File: src/rtl/seg_scan_display.sv
// Time-multiplexed seven-segment driver: one shared hex decoder, a per-digit scan slot
// with an anti-ghost blank window, and a per-frame shadow of the displayed value.
module seg_scan_display #(
    parameter int DIGITS      = 4,
    parameter int SCAN_DIV    = 12000,
    parameter int BLANK       = 16,
    parameter bit SEG_ACT_LOW = 1'b0,
    parameter bit DIG_ACT_LOW = 1'b1
) (
    input  logic                  clk,
    input  logic                  rst_n,
    input  logic                  en,
    input  logic [4*DIGITS-1:0]   data_in,
    input  logic [DIGITS-1:0]     dp_in,
    input  logic                  blank_lz,
    output logic [7:0]            seg_led,
    output logic [DIGITS-1:0]     dig_sel,
    output logic                  frame_tick
);

    localparam int CW = (SCAN_DIV > 1) ? $clog2(SCAN_DIV) : 1;
    localparam int IW = (DIGITS > 1) ? $clog2(DIGITS) : 1;

    localparam logic [CW-1:0]     CNT_LAST  = CW'(SCAN_DIV - 1);
    localparam logic [CW-1:0]     CNT_BLANK = CW'(BLANK);
    localparam logic [IW-1:0]     IDX_LAST  = IW'(DIGITS - 1);
    localparam logic [7:0]        SEG_OFF   = {8{SEG_ACT_LOW}};
    localparam logic [DIGITS-1:0] DIG_OFF   = {DIGITS{DIG_ACT_LOW}};

    logic [CW-1:0]         cnt;
    logic [IW-1:0]         idx;
    logic [4*DIGITS-1:0]   sh_data;
    logic [DIGITS-1:0]     sh_dp;

    logic [DIGITS-1:0]     lz_zero;
    logic                  lz_run;
    logic [3:0]            cur_nib;
    logic [6:0]            glyph;
    logic [7:0]            seg_next;
    logic [DIGITS-1:0]     dig_next;

    // lz_zero[i] is set when nibble i and every nibble above it are zero.
    always_comb begin
        lz_zero = '0;
        lz_run  = 1'b1;
        for (int unsigned j = 0; j < DIGITS; j++) begin
            lz_run = lz_run & (sh_data[4*(DIGITS-1-j) +: 4] == 4'h0);
            lz_zero[DIGITS-1-j] = lz_run;
        end
    end

    always_comb begin
        cur_nib = 4'(sh_data >> {idx, 2'b00});
        case (cur_nib)
            4'h0:    glyph = 7'h3f;
            4'h1:    glyph = 7'h06;
            4'h2:    glyph = 7'h5b;
            4'h3:    glyph = 7'h4f;
            4'h4:    glyph = 7'h66;
            4'h5:    glyph = 7'h6d;
            4'h6:    glyph = 7'h7d;
            4'h7:    glyph = 7'h07;
            4'h8:    glyph = 7'h7f;
            4'h9:    glyph = 7'h6f;
            4'hA:    glyph = 7'h77;
            4'hB:    glyph = 7'h7c;
            4'hC:    glyph = 7'h39;
            4'hD:    glyph = 7'h5e;
            4'hE:    glyph = 7'h79;
            default: glyph = 7'h71;
        endcase
        if (blank_lz && (idx != '0) && lz_zero[idx])
            glyph = '0;
        seg_next = {sh_dp[idx], glyph};
        dig_next = DIGITS'(1) << idx;
    end

    // XOR with the "off" pattern applies the output polarity in the register stage.
    always_ff @(posedge clk) begin
        if (!rst_n) begin
            cnt        <= '0;
            idx        <= '0;
            sh_data    <= '0;
            sh_dp      <= '0;
            frame_tick <= 1'b0;
            seg_led    <= SEG_OFF;
            dig_sel    <= DIG_OFF;
        end else if (!en) begin
            cnt        <= '0;
            idx        <= '0;
            sh_data    <= data_in;
            sh_dp      <= dp_in;
            frame_tick <= 1'b0;
            seg_led    <= SEG_OFF;
            dig_sel    <= DIG_OFF;
        end else begin
            if (cnt < CNT_BLANK) begin
                seg_led <= SEG_OFF;
                dig_sel <= DIG_OFF;
            end else begin
                seg_led <= seg_next ^ SEG_OFF;
                dig_sel <= dig_next ^ DIG_OFF;
            end

            frame_tick <= 1'b0;
            if (cnt == CNT_LAST) begin
                cnt <= '0;
                if (idx == IDX_LAST) begin
                    idx        <= '0;
                    sh_data    <= data_in;
                    sh_dp      <= dp_in;
                    frame_tick <= 1'b1;
                end else begin
                    idx <= idx + 1'b1;
                end
            end else begin
                cnt <= cnt + 1'b1;
            end
        end
    end

endmodule

File: config.mk
export PLATFORM = sky130hd
export DESIGN_NAME = seg_scan_display
export DESIGN_NICKNAME = d
export VERILOG_FILES = /design/src/rtl/seg_scan_display.sv
export SDC_FILE = /design/constraint.sdc
export NUM_CORES = 1
export LEC_CHECK = 0
export ABC_AREA = 1
export CAP_MARGIN = 10
export CORE_MARGIN = 3
export CORE_UTILIZATION = 55
export DETAILED_ROUTE_END_ITERATION = 8
export HOLD_SLACK_MARGIN = 0.03
export PLACE_DENSITY = 0.92
export SLEW_MARGIN = 40
export SYNTH_ARGS = -nofsm -noshare
export SYNTH_HDL_FRONTEND = slang
export SYNTH_SLANG_ARGS = --single-unit
File: constraint.sdc
create_clock -name clk -period 2.05 [get_ports clk]
set_clock_uncertainty 0.1 [all_clocks]
set_input_delay 0.615 -clock clk [delete_from_list [all_inputs] [get_ports clk]]
set_output_delay 0.615 -clock clk [all_outputs]
set_load 0.01 [all_outputs]
==> impl_metrics.env, run 1 <==
export IMPL_outcome="completed"
export IMPL_layout_commonest_cell="nand2_1"
export IMPL_path_cells="buf_4 > nand2_1 > nand3_1 > nand2_1 > inv_1 > ha_1 > inv_1 > nand3_1 > nand2_1 > nand2_1 > a21oi_1"
export IMPL_syn_inst=378
export IMPL_die_w_um=75.81
export IMPL_fin_crit_ps=1902
export IMPL_initialDrtViolationCount=186
export IMPL_diodes=0
export IMPL_hp_class="reg2reg"
export IMPL_core_area_mm2=0.004534
export IMPL_worstRegToRegCells=11
export IMPL_netlist_area_leader_share_pct=36.60
export IMPL_hold_violations=0
export IMPL_cp_arrival_ps=2040
export IMPL_p_int_mw=1.326
export IMPL_finalMaxSlewViolations=0
export IMPL_clk_latency_ps=310
export IMPL_finalWirelength_um=5858
export IMPL_clkPwrFrac_pct=31.1
export IMPL_dp_slack_ps=-38.04
export IMPL_portBuffers=36
export IMPL_pwr_share_seq_pct=55.6
export IMPL_final_cell_mix="nand2_1 (82), nor2_1 (57), dfxtp_1 (48)"
export IMPL_whs_ps=374.0
export IMPL_cts_buffers=5
export IMPL_syn_num_nets=414
export IMPL_worst_slack_ps=148.1
export IMPL_syn_area_mm2=0.002680
export IMPL_relSlewSlack_pct=68.81
export IMPL_grt_pass1_vias=2261
export IMPL_cts_setup_buffers=0
export IMPL_crit_type="reg2reg"
export IMPL_slowest_delay_ps=390
export IMPL_cpMostUsedCell="nand2_1"
export IMPL_die_area_mm2=0.005746
export IMPL_reg2reg_to="seg_led[5]"
export IMPL_nets=453
export IMPL_max_clock_path_buffers=2
export IMPL_path_clk_slew_ps=80
export IMPL_grt_pass1_wl_um=9735
export IMPL_rrSetupSlack_ps=150
export IMPL_startpoint_type="flip-flop"
export IMPL_clock_sinks=49
export IMPL_synth_ff_type="dfxtp_1"
export IMPL_num_rows=24
export IMPL_dp_cells=475
export IMPL_dpl_cell_area_mm2=0.003090
export IMPL_worstPathBufferInverterCount=3
export IMPL_start_util_pct=59.11
export IMPL_cts_hold_buf=0
export IMPL_setup_viol=0
export IMPL_yosysSeqAreaShare_pct=36.60
export IMPL_use_met3_pct=5.541
export IMPL_grt_max_degree=41
export IMPL_htreeDepth=2
export IMPL_place_congestion=0.9179
export IMPL_end_kind="flip-flop"
export IMPL_timing_rr_start="idx[0]"
export IMPL_drc=0
export IMPL_rsz0062_at_grt="no"
export IMPL_gr_total_overflow=0
export IMPL_crit_cells=11
export IMPL_power_density_mw_per_mm2=564.6
export IMPL_power_switching_mw=0.4675
export IMPL_dr_pass1_iters=4
export IMPL_p_sw_share_pct=26.06
export IMPL_max_cap_violations=0
export IMPL_yosys_warnings=0
export IMPL_dp_hpwl_um=4277
export IMPL_tightest_slew_ps=467.8
export IMPL_grt_use_total_pct=22.23
export IMPL_total_power_mw=1.794
export IMPL_worst_path_dominant_cell_family="simple AND/OR/NAND/NOR gates"
export IMPL_ant_nets=0
export IMPL_synth_area_leaders="dfxtp_1 (37%), nand2_1 (11%), nor2_1 (8.0%)"
export IMPL_avgSynthCellArea_um2=7.090
export IMPL_grt_busiest_layer="met2"
export IMPL_routedWlPerCell_um=12.13
export IMPL_antenna_found_initial=0
export IMPL_stdcell_area_mm2=0.003177
export IMPL_critPathRequiredTime_ps=2190
export IMPL_stdcell_count=483
export IMPL_ys_async_sr_fraction_pct=0
export IMPL_holdPathEnd="cnt[0]"
export IMPL_leakage_nw=1.394
export IMPL_grtUsageMet2_pct=37.64
export IMPL_synth_seq_cells=49
export IMPL_worst_path_max_fanout=9
export IMPL_yosys_cell_types_count=29
export IMPL_synth_edf_count=0
export IMPL_period_share_pct=92.78
export IMPL_hp_start="cnt[0]"
export IMPL_vias_per_cell=5.157
export IMPL_cp_slowest_cell="dfxtp_4"
export IMPL_fmax_mhz=525.8
export IMPL_irDropWorstVdd_mv=0.5055
export IMPL_power_frac_comb_pct=13.3
export IMPL_cts_root_buf="clkbuf_8"
export IMPL_top_level_ports=37
export IMPL_vias=2491
export IMPL_cts_tree="yes"
export IMPL_whs_path_depth=1
export IMPL_use_met1_pct=26.79
export IMPL_drive_gt1_share_pct=12.92
export IMPL_area_growth_pct=18.53
export IMPL_fp_dieH_um=75.81
export IMPL_cts_repair_resized=0
export IMPL_yosysTopAreaCell="dfxtp_1"
==> worst max path at each step <==
stage / startpoint / endpoint / slack (ps)
4_1_cts: idx[0] / seg_led[5] / 3
3_3_place_gp: en / sh_data[4] / 10
6_report: idx[0] / seg_led[5] / 150
2_1_floorplan: idx[0] / seg_led[3] / 210
3_5_place_dp: en / cnt[9] / -40
5_1_grt: idx[0] / seg_led[5] / 10
==> registers in the layout (all words and copies together), names as in the netlist <==
signal,cells
seg_led,8
sh_data,16
sh_dp,4
idx,2
frame_tick,1
dig_sel,4
cnt,14
==> layer usage <==
layer  wire length [um]  part of all wire, %
met1               2500                   43
met2               2792                   48
met4                129                  2.2
met5                  0                    0
met3                435                  7.4
==> synthesized netlist by cell type (6+ instances only) <==
cell / number
buf_6: 7
dfxtp_1: 49
nand3_1: 29
nand3_2: 16
inv_2: 7
nand2_1: 82
ha_1: 12
a21oi_1: 37
nor2_1: 57
o21ai_0: 6
nand2_2: 6
inv_1: 37
nor3_1: 7
==> through the flow <==
step	TNS, ps	utilization (%)
floorplan	0	-
global placement	0	68.16
detailed placement	-47.72	68.16
CTS	0	69.98
global route	0	70.06
finish	0	70.06
==> layout make-up <==
type | count | area (um^2)
clock buffer | 6 | 72.57
clock inverter | 2 | 10.01
fill | 386 | 1358
inverter | 44 | 165.2
multi-input combinational | 270 | 1408
sequential | 49 | 984.7
tap | 65 | 81.33
timing repair buffer | 47 | 455.4
==> power groups by stage <==
| stage | clock (mW) | combinational [mW] | sequential [mW] |
|---|---|---|---|
| 2_1_floorplan | 0 | 0.161 | 1.01 |
| 5_1_grt | 0.610 | 0.271 | 1.00 |
| 4_1_cts | 0.576 | 0.239 | 0.998 |
| 3_3_place_gp | 0 | 0.229 | 1.02 |
| 3_5_place_dp | 0 | 0.235 | 1.02 |
| 6_report | 0.558 | 0.239 | 0.997 |
==> kinds of logic after synthesis <==
logic type      count (synthesis)  share of synthesized area, %
xor+xnor                        2                        0.6537
buf+inv                        59                         10.88
compound gates                 46                         8.917
fa+ha+maj                      12                         5.602
simple gates                  210                         37.35
flops                          49                         36.60
Note: power is estimated with default switching activity, not from simulation.
==> run 2, diff against run 1 <==
Settings changed: GPL_ROUTABILITY_DRIVEN set to 1, SKIP_CTS_REPAIR_TIMING set to 1.
==> results of run 2 <==
Final layout, timing and power as in run 1 (identical DEF).
